<file path="config.mk">
export PLATFORM = sky130hd
export DESIGN_NAME = pipe_skid_reg
export DESIGN_NICKNAME = d
export VERILOG_FILES = /design/src/rtl/pipe_skid_reg.sv
export SDC_FILE = /design/constraint.sdc
export NUM_CORES = 1
export LEC_CHECK = 0
export ABC_AREA = 1
export BUFFER_PORTS_ARGS = -buffer_cell sky130_fd_sc_hd__buf_2
export CORE_AREA = 2 2 117 176
export DETAILED_ROUTE_END_ITERATION = 16
export DIE_AREA = 0 0 119 178
export GPL_TIMING_DRIVEN = 0
export PLACE_DENSITY_LB_ADDON = 0.1
export SLEW_MARGIN = 0
export SYNTH_ARGS = -nofsm -noshare
export SYNTH_HDL_FRONTEND = slang
export SYNTH_SLANG_ARGS = --single-unit
</file>
<file path="constraint.sdc">
create_clock -name clk -period 1.6 [get_ports clk]
set_clock_uncertainty 0.2 [all_clocks]
set_input_delay 0.32 -clock clk [delete_from_list [all_inputs] [get_ports clk]]
set_output_delay 0.32 -clock clk [all_outputs]
set_load 0.02 [all_outputs]
</file>
<file path="src/rtl/pipe_skid_reg.sv">
// pipe_skid_reg: two-entry skid-buffered stage register with a valid/ready
// handshake on both sides. Sustains one word per cycle, and every output
// comes straight from a flop.
//
// Optional feature: define PIPE_FLUSH_EN to add the flush input. Flush drops
// all held words. Without the macro, flush is tied off internally.
//
// state | meaning
// EMPTY | main and skid invalid
// ONE   | main valid, skid invalid
// TWO   | main and skid valid; in_ready low
module pipe_skid_reg #(
  parameter int WIDTH = 64
) (
  input  logic             clk,
  input  logic             reset,
  input  logic             in_valid,
  output logic             in_ready,
  input  logic [WIDTH-1:0] in_data,
  output logic             out_valid,
  input  logic             out_ready,
  output logic [WIDTH-1:0] out_data
`ifdef PIPE_FLUSH_EN
  ,
  input  logic             flush
`endif
);

  typedef enum logic [1:0] {
    EMPTY = 2'd0,
    ONE   = 2'd1,
    TWO   = 2'd2
  } state_t;

  state_t           state_q, state_d;
  logic [WIDTH-1:0] main_q, main_d;
  logic [WIDTH-1:0] skid_q, skid_d;
  logic             out_valid_q, out_valid_d;
  logic             in_ready_q, in_ready_d;
  logic             in_fire, out_fire;
  logic             flush_w;

`ifdef PIPE_FLUSH_EN
  assign flush_w = flush;
`else
  assign flush_w = 1'b0;
`endif

  assign in_fire  = in_valid & in_ready_q;
  assign out_fire = out_valid_q & out_ready;

  // Next-state and data-load decode. Out_valid and in_ready are decoded from
  // the next state here so that they can be registered.
  always_comb begin
    state_d = state_q;
    main_d  = main_q;
    skid_d  = skid_q;

    case (state_q)
      EMPTY: begin
        if (in_fire) begin
          main_d  = in_data;
          state_d = ONE;
        end
      end
      ONE: begin
        if (in_fire && out_fire) begin
          main_d = in_data;
        end else if (in_fire) begin
          skid_d  = in_data;
          state_d = TWO;
        end else if (out_fire) begin
          state_d = EMPTY;
        end
      end
      TWO: begin
        // in_ready is low here, so only the consumer side can move.
        if (out_fire) begin
          main_d  = skid_q;
          state_d = ONE;
        end
      end
      default: begin
        state_d = EMPTY;
      end
    endcase

    // Flush invalidates everything. Data contents are left untouched, and a
    // same-cycle in_fire is dropped.
    if (flush_w) begin
      state_d = EMPTY;
      main_d  = main_q;
      skid_d  = skid_q;
    end

    out_valid_d = (state_d != EMPTY);
    in_ready_d  = (state_d != TWO);
  end

  // State, payload and handshake flops with synchronous active-high reset.
  always_ff @(posedge clk) begin
    if (reset) begin
      state_q     <= EMPTY;
      main_q      <= '0;
      skid_q      <= '0;
      out_valid_q <= 1'b0;
      in_ready_q  <= 1'b1;
    end else begin
      state_q     <= state_d;
      main_q      <= main_d;
      skid_q      <= skid_d;
      out_valid_q <= out_valid_d;
      in_ready_q  <= in_ready_d;
    end
  end

  assign in_ready  = in_ready_q;
  assign out_valid = out_valid_q;
  assign out_data  = main_q;

endmodule

</file>
Yosys cells after proc, flatten, opt, wreduce, memory -nomap -nowiden
Cells that the tools add are included. W data, S select, Z words.

Bits in registers: 132. Latch bits: 0. Bits in writable memories: 0. Memory bits (read-only): 0. Bits of input ports: 68. Output and inout port bits: 66. Word-level logic and storage cells: 30. Memories: 0.

$add $sub $neg: 0. Multipliers: 0. Divide/modulo/power cells: 0. Order comparisons: 0. Eq/ne operators: 6. Shift operators: 0. Multiplexer cells: 10. Bitwise logic cells: 3. Reductions and logical operators: 6.

Operators with widths (number): $mux W64 (3); $pmux W64 S3 (1); $mux W2 (5); $ne A2 B2 Y1 const B (4); $pmux W2 S3 (1); $reduce_and A4 Y1 (1); $reduce_and A3 Y1 (1); $reduce_bool A3 Y1 (1); $and A1 B1 Y1 (2); $eq A2 B1 Y1 const B (1); $eq A2 B2 Y1 const B (1); $logic_not A2 Y1 (1); $reduce_bool A2 Y1 (1); $logic_and A1 B1 Y1 (1); $not A1 Y1 (1).

Depth between registers and ports, before layout
Gate-level depths: netlist of run 1.

Depth after elaboration: 6. Depth in mapped cells: 9. Gate-level depth less buffers: 7.

Least setup slack after synthesis of run 1
OpenSTA, ideal clock, no wires.

Kind: reg-to-reg. Start point: register out_valid_q (netlist: out_valid). End point: register skid_q[13]. Setup time: 0.116 ns. Arrival: 1.162 ns. Slack: 0.122 ns. Stages on the path, launching flop included: 9. Period minus slack after synthesis: 1.478 ns. Cells stage by stage: dfxtp_1 -> nand2_1 -> nand2_1 -> nor2_1 -> inv_1 -> buf_2 -> buf_2 -> nor2_1 -> nor2_1.

Cells in the longest elaborated chain, start to end: 4.

RTL lines: start: declaration (RTL line 38) `logic out_valid_q, out_valid_d;`; start signal: assignment (RTL line 112) `out_valid_q <= out_valid_d;`; $and A1 B1 Y1 (RTL line 50) `assign out_fire = out_valid_q & out_ready;`; $logic_and A1 B1 Y1 (RTL line 67) `if (in_fire && out_fire) begin`; $not A1 Y1 (no source line); $reduce_and A3 Y1 (no source line); end signal: assignment (RTL line 111) `skid_q <= skid_d;`; end: declaration (RTL line 37) `logic [WIDTH-1:0] skid_q, skid_d;`.

Every way passes these cells. A chain may end at the register's enable or synchronous reset.

Final worst setup path of run 1
Start point: register in_ready_q (netlist: in_ready). End point: output in_ready.

RTL lines: start: declaration (RTL line 39) `logic in_ready_q, in_ready_d;`; start signal: assignment (RTL line 113) `in_ready_q <= in_ready_d;`; end: declaration (RTL line 18) `output logic in_ready,`.

No word-level cell between the ends.

==> impl_metrics.py, run 1 <==
metrics = {
    "worst_setup_path": {
        "worstPathMaxFanout": 3,
        "cp.required_ps": 1080,
        "r2r_slack_ps": 80,
        "cp.arrival_ps": 1030,
        "crit_family": "flip-flops",
        "r2r_cells": 7,
        "path_buf_inv": 1,
        "crit_path_cell_trace": "buf_2",
        "critPathKind": "flop to primary output",
        "max_stage_delay_ps": 420,
        "cpMaxStageDelayCell": "dfxtp_1",
        "rr_startpoint": "in_ready",
        "r2r_end": "skid_q[58]",
        "critPathLaunchType": "flop",
        "cp-end-kind": "primary output",
        "critPathLaunch": "in_ready",
    },
    "worst_hold_path": {
        "min_to": "state_q[0]",
        "min_from": "reset",
        "min_path_cells": 4,
        "hold_path.class": "input port to flop",
    },
    "drt": {
        "drc": 0,
        "post_drt_wl_per_cell_microns": 12.8,
        "drt_iter0_drc": 287,
        "drt.antenna.violating_nets": 0,
        "via_per_inst": 4.28,
        "first_pass_iters": 4,
        "vias": 6054,
        "routed_wl_mm": 18.1,
    },
    "synthesis": {
        "syn_nets": 992,
        "synth_cells": 924,
        "ys_ff_latch": 132,
        "avgSynthCellArea_sq_um": 6.33,
        "synth-warning-count": 0,
        "netlist_area_sq_um": 5840,
        "yosysSeqAreaShare_pct": 45.2,
        "synth_cell_types": 11,
    },
    "global_routing": {
        "grt_usage_pct": 17.8,
        "grt_pass1_wl_mm": 30.0,
        "grt_max_degree": 17,
        "gr-total-overflow": 0,
        "grt_antenna_before_repair": 0,
        "grt_pass1_vias": 6057,
    },
    "layout": {
        "utilization_pct": 42.5,
        "drive_gt1_share_pct": 19.6,
        "n_antenna_cell": 0,
        "fin_cells": 1413,
        "nNetsFinal": 1209,
        "areaGrowthSynthToFinish_pct": 42.8,
        "fin_area_sq_um": 8350,
    },
    "die": {
        "die_width_microns": 119,
        "die_h_microns": 178,
        "core_area_sq_um": 19600,
        "die_area_sq_um": 21200,
        "num_rows": 63,
        "io_pins": 134,
        "initial_utilization_pct": 29.8,
    },
    "pwr": {
        "pwr_density_cell_nw_per_um2": 1300,
        "leakage_nw": 4.41,
        "peakVddDrop_uv": 538,
        "total_power_mw": 10.9,
    },
    "clock_network": {
        "clk_pin_slew_ps": 60,
        "cts_tree": "yes",
        "clock_latency_ps": 420,
        "cts.sinks": 132,
        "root_buffer": "clkbuf_16",
        "postCtsSetupBuffers": 0,
        "numCtsBuffers": 17,
        "cts.path.max_buffers": 2,
        "htreeDepth": 4,
    },
    "sta": {
        "rsz0062_at_grt": "yes",
        "setup_tns_ps": 0,
        "tightest_slew_ps": 558,
        "fin_crit_ps": 1550,
        "finalHoldViolations": 0,
        "fin_crit_sh_pct": 97.1,
        "maxSlewViolCount": 0,
        "setup_viol": 0,
        "slew_headroom_pct": 62.8,
        "fmax_ghz": 0.644,
    },
    "place": {
        "postPlaceCellArea_sq_um": 6840,
        "place_congestion": 0.737,
        "hpwl_mm": 12.5,
        "dp_cells": 1317,
        "io_buffers": 133,
    },
    "job": {
        "drv_cap": 0,
    },
    "run_status": {
        "status": "finished, final reports clean",
    },
}
==> worst max path at each step <==
stage                              end  slack (ps)  depth (start not counted)
after floorplan             skid_q[13]         120                          8
after global routing        skid_q[37]         -30                          7
after detailed placement  out_data[47]        -450                          6
after CTS                 out_data[40]          -8                          9
final                         in_ready          50                          1
after global placement    out_data[51]        -390                          6
==> state kept, by name, indices dropped and copies added (netlist names) <==
signal and count:
state_q 2, out_valid 1, skid_q 64, out_data 64, in_ready 1
==> cells in the final DEF (no fill, tap or decap), types with 18 or more instances in the layout <==
master	n
nand2_1	265
nor2_1	251
buf_2	136
dfxtp_1	130
nand3_1	68
inv_1	67
o21ai_0	64
dlygate4sd3_1	64
buf_4	18
==> synthesized netlist by cell type <==
cell      instances  area, sq um
dfxtp_1         132         2640
nand2_1         268         1010
a21oi_1           1         5.00
inv_1            69          259
buf_2            43          215
clkbuf_1         18         67.6
o21ai_0          64          320
buf_4             2         15.0
nor2_1          257          965
inv_2             1         3.75
nand3_1          69          345
==> power breakdown <==
group	leakage (nW)	switching [mW]	total, mW	internal [mW]
Clock	0.304	1.52	4.28	2.76
Sequential	1.09	0.213	3.95	3.74
Combinational	3.02	1.64	2.63	0.996
Total	4.41	3.37	10.9	7.50
==> repair_timing <==
item / 4_1_cts / 5_1_grt
hold endpoints to repair: 64 / 0
resized for setup: 27 / 64
cloned: 0 / 1
setup endpoints to repair: 124 / 128
hold buffers: 64 / 0
pin swaps: 0 / 4
==> routing by layer <==
metal  vias to the layer above  GRT usage [%]  share of wire [%]
li1                       3243              -                  -
met1                      2660           20.9                 44
met2                       122           31.8                 50
met3                        29           3.20                3.5
met4                         0           7.54                2.5
met5                         -              0                  0
==> final cells by class <==
type / instances / area [sq um]
clock inverter: 12 / 205
sequential: 132 / 2650
inverter: 70 / 263
multi-input combinational: 659 / 2680
timing repair buffer: 198 / 1310
tap: 260 / 325
clock buffer: 19 / 433
buffer: 63 / 482
fill: 2115 / 11300
==> cell families after synthesis <==
kind of cell / after synthesis / share of synthesized area (%)
flops: 132 / 45.2
compound gates: 65 / 5.57
buf+inv: 133 / 9.59
simple gates: 594 / 39.6
==> stage by stage <==
stage / hold WS (ps) / setup WS, ps
detailed placement: 296 / -450
global route: 47.2 / -26.5
floorplan: 255 / 122
CTS: 8.26 / -8.33
global placement: 295 / -391
finish: 24.4 / 47.1
No activity file was read; power rests on OpenSTA's default activity.
==> run 2: changes to the inputs <==
--- a/config.mk
+++ b/config.mk
@@ -7,9 +7,10 @@
 export LEC_CHECK = 0
 export ABC_AREA = 1
 export BUFFER_PORTS_ARGS = -buffer_cell sky130_fd_sc_hd__buf_2
-export CORE_AREA = 2 2 117 176
+export CORE_AREA = 2 2 160 130
+export CTS_BUF_LIST = sky130_fd_sc_hd__clkbuf_4 sky130_fd_sc_hd__clkbuf_8 sky130_fd_sc_hd__clkbuf_16
 export DETAILED_ROUTE_END_ITERATION = 16
-export DIE_AREA = 0 0 119 178
+export DIE_AREA = 0 0 162 132
 export GPL_TIMING_DRIVEN = 0
 export PLACE_DENSITY_LB_ADDON = 0.1
 export SLEW_MARGIN = 0
==> impl_metrics.py, run 2 (synthesis results as in run 1) <==
metrics = {
    "run_status": {
        "status": "finished, final reports clean",
    },
    "clock_network": {
        "numCtsBuffers": 17,
        "cts.sinks": 132,
        "cts_tree": "yes",
        "clk_pin_slew_ps": 50,
        "cts.path.max_buffers": 2,
        "root_buffer": "clkbuf_16",
        "htreeDepth": 4,
        "clock_latency_ps": 420,
    },
    "layout": {
        "final_common_cell": "nand2_1",
        "areaGrowthSynthToFinish_pct": 41.4,
        "fin_cells": 1417,
        "final_cell_mix": "nand2_1 (265), nor2_1 (250), buf_2 (136), dfxtp_1 (130)",
        "n_antenna_cell": 0,
        "nNetsFinal": 1209,
        "multiInputGateArea_sq_um": 2680,
        "fillers": 2209,
        "drive_gt1_share_pct": 19.8,
        "seq_area_sq_um": 2650,
        "fin_area_sq_um": 8270,
        "utilization_pct": 42.0,
    },
    "drt": {
        "routed_wl_mm": 17.5,
        "drt_iter0_drc": 361,
        "drt.antenna.violating_nets": 0,
        "vias": 5989,
        "first_pass_iters": 4,
        "via_per_inst": 4.23,
        "post_drt_wl_per_cell_microns": 12.4,
        "drc": 0,
    },
    "global_routing": {
        "grt_antenna_before_repair": 0,
        "grt_max_degree": 17,
        "grt_pass1_wl_mm": 28.6,
        "gr-total-overflow": 0,
        "grt_pass1_vias": 5676,
        "grt_usage_pct": 16.8,
    },
    "worst_setup_path": {
        "path_buf_inv": 1,
        "critPathKind": "flop to primary output",
        "rr_startpoint": "state_q[1]",
        "cp.required_ps": 1080,
        "r2r_end": "skid_q[51]",
        "cpMaxStageDelayCell": "dfxtp_1",
        "cp.arrival_ps": 1020,
        "cp-end-kind": "primary output",
        "crit_end": "in_ready",
        "worstPathMaxFanout": 3,
        "critPathLaunchType": "flop",
        "r2r_slack_ps": 90,
        "crit_path_cell_trace": "clkbuf_4",
        "critPathLaunch": "in_ready",
        "max_stage_delay_ps": 390,
        "crit_family": "flip-flops",
        "cp_num_cells": 1,
        "r2r_cells": 8,
    },
    "place": {
        "dp_cells": 1321,
        "hpwl_mm": 12.0,
        "place_congestion": 0.743,
        "dp_worst_setup_slack_ps": -485,
        "io_buffers": 133,
        "postPlaceCellArea_sq_um": 6840,
    },
    "die": {
        "die_area_sq_um": 21400,
        "num_rows": 46,
        "initial_utilization_pct": 29.7,
        "io_pins": 134,
        "die_h_microns": 132,
        "core_area_sq_um": 19700,
        "die_width_microns": 162,
    },
    "sta": {
        "fin_crit_sh_pct": 96.1,
        "fmax_ghz": 0.650,
        "finalHoldViolations": 0,
        "slew_headroom_pct": 64.5,
        "fin_crit_ps": 1540,
        "fin_ws_ps": 62.1,
        "tightest_slew_ps": 532,
        "setup_viol": 0,
        "maxSlewViolCount": 0,
        "rsz0062_at_grt": "yes",
    },
    "pwr": {
        "leakage_nw": 4.38,
        "peakVddDrop_uv": 740,
        "pwr_density_cell_nw_per_um2": 1250,
    },
    "worst_hold_path": {
        "hold_path.class": "input port to flop",
    },
    "job": {
        "drv_cap": 0,
    },
}
## run 2: cell types whose count changed in the layout (fill, tap and decap cells not counted), sizes merged
cell	previous run	this run
bufinv	5	1
clkinvlp	2	4
inv	71	70
clkbuf	44	48
buf	172	170
dlygate4sd3	64	65
## run 2: repair_timing
item                       in CTS  in global routing
setup endpoints to repair     125                126
setup buffers                   0                  0
pin swaps                       0                  2
gates resized for setup        31                 54
hold endpoints to repair       65                  0
hold buffers                   65                  0
## run 2: metal layers
layer | routed length, microns | global-route usage [%]
met4 | 151 | 4.42
met3 | 735 | 3.52
met1 | 9110 | 24.3
met5 | 0 | 0
met2 | 7520 | 25.4
## run 2: final cells by class
type / instances / area share [%]
multi-input combinational: 659 / 32.5
sequential: 132 / 32.0
timing repair buffer: 198 / 16.0
clock buffer: 22 / 5.83
buffer: 63 / 5.58
tap: 264 / 4.00
inverter: 70 / 3.21
clock inverter: 9 / 0.969
## run 2: worst min path at each step
stage                 start            to  cells after the start
2_1_floorplan    in_data[0]     skid_q[0]                      2
3_3_place_gp     skid_q[24]    skid_q[24]                      2
3_5_place_dp   out_data[11]  out_data[11]                      4
4_1_cts            in_valid    state_q[0]                      5
5_1_grt            in_valid    state_q[0]                      5
6_report          out_ready    state_q[0]                      5
## run 2: power breakdown
group,total (mW),internal (mW),switching (mW),leakage [nW]
logic,2.62,0.988,1.63,3.02
clock network,3.74,2.27,1.46,0.271
registers,3.94,3.74,0.203,1.09
## run 2: through the flow
stage | hold WS (ps) | TNS, ps | power [mW]
2_1_floorplan | 255 | 0 | 5.57
3_3_place_gp | 298 | -46670 | 6.37
3_5_place_dp | 296 | -47750 | 6.37
4_1_cts | 85.4 | -198 | 10.3
5_1_grt | 189 | -3.39 | 11.0
6_report | 131 | 0 | 10.3
